`src/rtl/tick_down_timer.sv`:
```
// ---------------------------------------------------------------------------
// tick_down_timer
//
// Game/round countdown timer fed by the free-running tick counter. After a
// start pulse it loads START and then removes one unit from the count every
// DIV accepted input ticks. When the count reaches zero it enters DONE,
// raises the sticky done flag and emits a single-cycle expired pulse.
// While pause is high, ticks are ignored and a partially accumulated step is
// kept in the prescaler.
//
// Parameters
//   WIDTH  bit width of the count
//   START  reload value on start (1 .. 2^WIDTH-1)
//   DIV    input ticks per count step (>= 1)
//
// Ports
//   clk      system clock, all state changes on posedge
//   reset    synchronous active-high reset
//   tick     single-cycle enable pulse from the tick counter
//   start    loads START and begins or restarts counting
//   pause    level; while high, ticks are ignored
//   count    remaining time (registered)
//   running  high in RUN
//   done     high in DONE, sticky until start or reset
//   expired  one-cycle pulse on the RUN->DONE transition
// ---------------------------------------------------------------------------
module tick_down_timer #(
    parameter int WIDTH = 8,
    parameter int START = 99,
    parameter int DIV   = 4
) (
    input  logic             clk,
    input  logic             reset,
    input  logic             tick,
    input  logic             start,
    input  logic             pause,
    output logic [WIDTH-1:0] count,
    output logic             running,
    output logic             done,
    output logic             expired
);

    // Prescaler is at least one bit wide so DIV=1 still has a legal vector.
    localparam int PW = (DIV > 1) ? $clog2(DIV) : 1;

    localparam logic [PW-1:0]    PRESC_MAX = PW'(DIV - 1);
    localparam logic [WIDTH-1:0] START_V   = WIDTH'(START);

    typedef enum logic [1:0] {
        IDLE   = 2'd0,
        RUN    = 2'd1,
        PAUSED = 2'd2,
        DONE   = 2'd3
    } state_t;

    state_t        state;
    logic [PW-1:0] presc;

    // Decrement that floors at zero; the count must never wrap.
    function automatic logic [WIDTH-1:0] sat_dec(input logic [WIDTH-1:0] v);
        return (v == '0) ? '0 : v - 1'b1;
    endfunction

    always_ff @(posedge clk) begin
        if (reset) begin
            state   <= IDLE;
            count   <= START_V;
            presc   <= '0;
            running <= 1'b0;
            done    <= 1'b0;
            expired <= 1'b0;
        end else begin
            // expired is a pulse: cleared every cycle unless re-asserted below.
            expired <= 1'b0;

            if (start) begin
                // start wins over pause and tick; a same-cycle tick is dropped.
                state   <= RUN;
                count   <= START_V;
                presc   <= '0;
                running <= 1'b1;
                done    <= 1'b0;
            end else begin
                unique case (state)
                    IDLE: begin
                        // Waiting for start; count already holds START.
                    end

                    RUN: begin
                        if (pause) begin
                            // Same-cycle tick is discarded; presc is kept.
                            state   <= PAUSED;
                            running <= 1'b0;
                        end else if (tick) begin
                            if (presc != PRESC_MAX) begin
                                presc <= presc + 1'b1;
                            end else begin
                                presc <= '0;
                                if (count > WIDTH'(1)) begin
                                    count <= sat_dec(count);
                                end else begin
                                    count   <= '0;
                                    state   <= DONE;
                                    running <= 1'b0;
                                    done    <= 1'b1;
                                    expired <= 1'b1;
                                end
                            end
                        end
                    end

                    PAUSED: begin
                        // Leaving pause ignores the tick of that same cycle.
                        if (!pause) begin
                            state   <= RUN;
                            running <= 1'b1;
                        end
                    end

                    DONE: begin
                        // Only start or reset leave DONE.
                    end

                    default: begin
                        state   <= IDLE;
                        running <= 1'b0;
                        done    <= 1'b0;
                    end
                endcase
            end
        end
    end

endmodule

```
`config.mk`:
```
export PLATFORM = sky130hd
export DESIGN_NAME = tick_down_timer
export DESIGN_NICKNAME = d
export VERILOG_FILES = /design/src/rtl/tick_down_timer.sv
export SDC_FILE = /design/constraint.sdc
export NUM_CORES = 1
export LEC_CHECK = 0
export BUFFER_PORTS_ARGS = -buffer_cell sky130_fd_sc_hd__buf_2
export CORE_MARGIN = 8
export CORE_UTILIZATION = 46
export DETAILED_ROUTE_END_ITERATION = 8
export GPL_ROUTABILITY_DRIVEN = 0
export PLACE_DENSITY_LB_ADDON = 0.1
export SYNTH_ARGS = -nofsm -noshare
export SYNTH_HDL_FRONTEND = slang
export SYNTH_SLANG_ARGS = --single-unit
```
`constraint.sdc`:
```
create_clock -name clk -period 1.33 [get_ports clk]
set_input_delay 0 -clock clk [delete_from_list [all_inputs] [get_ports clk]]
set_output_delay 0 -clock clk [all_outputs]
set_load 0.03 [all_outputs]
```
==> flow_summary.toml <==
[status]
status = "finished with violations"
violations = "setup timing"

[clock_network]
max-clock-path-buffers = 2
cts.sinks = 15
cts_buffers = 3
clk_pin_slew_worst_paths_ns = 0.10
cts-root-buf = "clkbuf_4"
htree_levels = 1
cts_tree = "done"
clock_latency_ns = 0.28

[die]
rows = 15
die_width_um = 57.07
die_area_um2 = 3256
ios = 16
core-area_um2 = 1652
die_h_um = 57.07
start_util = 0.4697

[sta]
period_share = 1.031
fmaxAchievable_mhz = 729.1
rsz0062_at_grt = "yes"
worstMarginPinSlew_ns = 0.3927
setup_ws_ns = -0.04154
finalMaxSlewViolations = 0
max_slew_margin = 0.7372
setup_viol = 6
fin_crit_ns = 1.372
finClkSkew_ns = 0.005434
hold_viol = 0

[global_route]
grt_usage = 0.1166
grt_overflow_total = 0
grt_start_max_net_pins = 10
grt_pass1_wl_um = 3132
grt_pass1_vias = 740
antenna_found_initial = 0

[power_and_ir_drop]
sw_frac_of_total = 0.2502
power_density_nw_per_um2 = 715.3
total_power_uw = 804.6
intPower_uw = 603.3
p_switching_uw = 201.3
seqPwrFrac = 0.567
power_frac_comb = 0.103
p_leak_uw = 0.0004770
clock_power_share = 0.330
vdd_drop_max_uv = 546.5

[route]
route.detailed.drc = 0
vias_per_cell = 5.444
avgRoutedWirePerCell_um = 13.46
vias = 724
drt_iter0_markers = 10
ant_nets = 0
routed_wl_um = 1790
drt-pass1-iter-count = 4

[setup_path]
r2r_cells = 4
cp_cell_sequence = "nor4_4 > nand2_2 > o31a_1 > nor3_2"
crit_slowest_cell = "dfxtp_2"
timing.rr.start = "count[3]"
crit_type = "reg -> reg"
cp_num_cells = 4
crit_fanout = 7
cp.arrival_ns = 1.58
cpPeakStageDelay_ns = 0.35
critPathBufInv = 0
r2r-end = "state[1]"
reg2reg_slack_ns = -0.04
required_ns = 1.53
critical-path-top-delay-family = "simple AND/OR/NAND/NOR gates"
end_kind = "flip-flop"
cp-start-kind = "flip-flop"

[synth]
yosysWarnings = 0
synthMuxAreaShare = 0
synth-seq-cells = 15
synth.distinct_cells = 33
syn-instance-count = 83
syn_area_per_cell_um2 = 9.346
netlist_area_um2 = 775.7
synth-compound-area-share = 0.1581
seq_area_frac_synth = 0.3871
synth_top_family_by_area = "simple AND/OR/NAND/NOR gates"
synthXorXnorAreaFrac = 0.05645
synthSimpleGateAreaFrac = 0.3000
synthAdderAreaFrac = 0.07742
synth_nets = 92

[placed_design]
dp_hpwl_um = 1366
io_buffers = 15

[finish]
multi_input_comb_area_um2 = 544.3
final_cell_mix = "15 x buf_2, 12 x buf_4, 9 x nor2_1"
mostFrequentLayoutCell = "buf_2"
final_util = 0.6811
antenna_cells = 0
drive_gt1_frac = 0.5086
fill_cells = 135
area_growth_pct = 45.00
final-seq-area_um2 = 315.3
nets = 126

[min_path]
min_from = "tick"
hold_depth = 3
hold_path_end = "presc[1]"
hp-class = "in -> reg"

[run]
max_cap_violations = 0
-- cells in the mapped netlist --
cell | instances | area (um2)
buf_2 | 1 | 5.000
o31ai_4 | 1 | 21.27
a211o_1 | 1 | 8.760
nand2_2 | 2 | 12.51
o31a_1 | 1 | 8.760
nand4b_1 | 2 | 17.52
nand4_1 | 2 | 12.51
maj3_1 | 1 | 10.01
ha_1 | 4 | 50.05
nor4bb_1 | 1 | 10.01
xnor2_1 | 1 | 8.760
inv_1 | 3 | 11.26
o21a_1 | 2 | 15.01
or2_2 | 1 | 6.260
nand2_4 | 1 | 11.26
o31ai_1 | 2 | 15.01
and2_1 | 1 | 6.260
nand2_1 | 3 | 11.26
nor3b_4 | 1 | 18.77
nand3b_1 | 1 | 7.510
nor4_4 | 1 | 21.27
nor2_1 | 11 | 41.29
o21ai_1 | 1 | 5.000
or3_1 | 1 | 6.260
nand3_1 | 2 | 10.01
o311ai_1 | 1 | 8.760
dfxtp_1 | 15 | 300.3
a21oi_1 | 8 | 40.04
nor2b_1 | 1 | 6.260
nor4_1 | 1 | 6.260
nor3b_1 | 1 | 7.510
xor2_1 | 4 | 35.03
nor3_1 | 4 | 20.02
-- tightest hold or removal path: stages --
cell and delay [ns]:
buf_2 0.14, nand3_1 0.08, a21oi_1 0.05
-- flip-flops by register name (all words and copies together) (netlist names) --
signal   count
running      1
done         1
presc        2
state        2
count        8
expired      1
-- layer usage --
metal / vias up / share of wire / global-route usage
met5: - / 0 / 0
met3: 2 / 0.036 / 0.02882
li1: 367 / - / -
met1: 345 / 0.45 / 0.1298
met4: 0 / 0.0095 / 0.06040
met2: 10 / 0.51 / 0.1984
-- through the flow --
stage | instances | hold slack (ns) | setup WS [ns] | area (um2) | setup TNS (ns)
after floorplan | 83 | 0.06907 | 0.006691 | 812.0 | 0
after global routing | 133 | 0.06341 | -0.1257 | 1125 | -1.034
after CTS | 131 | 0.01252 | -0.02222 | 1089 | -0.05304
after detailed placement | 123 | 0.2015 | -0.07332 | 983.4 | -0.3996
after global placement | 123 | 0.1965 | -0.06477 | 983.4 | -0.1294
final | 133 | 0.02132 | -0.04154 | 1125 | -0.1012
-- cell families after synthesis --
logic type,after synthesis
buffers and inverters,4
AND/OR/NAND/NOR,37
adder cells (fa/ha/maj),5
XOR/XNOR,5
flip-flops,15
AO/OA/AOI/OAI,17
-- worst max path at each step --
stage | slack, ns | from | to
detailed placement | -0.07 | count[1] | running
floorplan | 0.007 | state[0] | count[2]
global route | -0.13 | count[3] | running
global placement | -0.06 | count[1] | running
CTS | -0.02 | count[3] | running
finish | -0.04 | count[3] | state[1]
-- repair_timing --
action	CTS	global route
resized for setup	12	5
setup buffers	2	2
hold endpoints to repair	2	0
hold buffers	2	0
pin swaps	7	6
endpoints found under the setup margin	12	13
cloned	0	0
-- area by class of cell --
type / count / area share
Sequential cell: 15 / 0.2803
Multi-Input combinational cell: 64 / 0.4839
Tap cell: 17 / 0.01891
Timing Repair Buffer: 30 / 0.1824
Clock buffer: 3 / 0.02002
Inverter: 3 / 0.01001
Clock inverter: 1 / 0.004449
-- power by group through the flow --
stage	sequential [uW]	clock (uW)	combinational, uW
after detailed placement	465	0	71.1
after global routing	457	297	90.7
after floorplan	471	0	34.2
after CTS	456	271	78.7
final	456	265	83.0
after global placement	465	0	70.5
No activity file was read; power rests on OpenSTA's default activity.
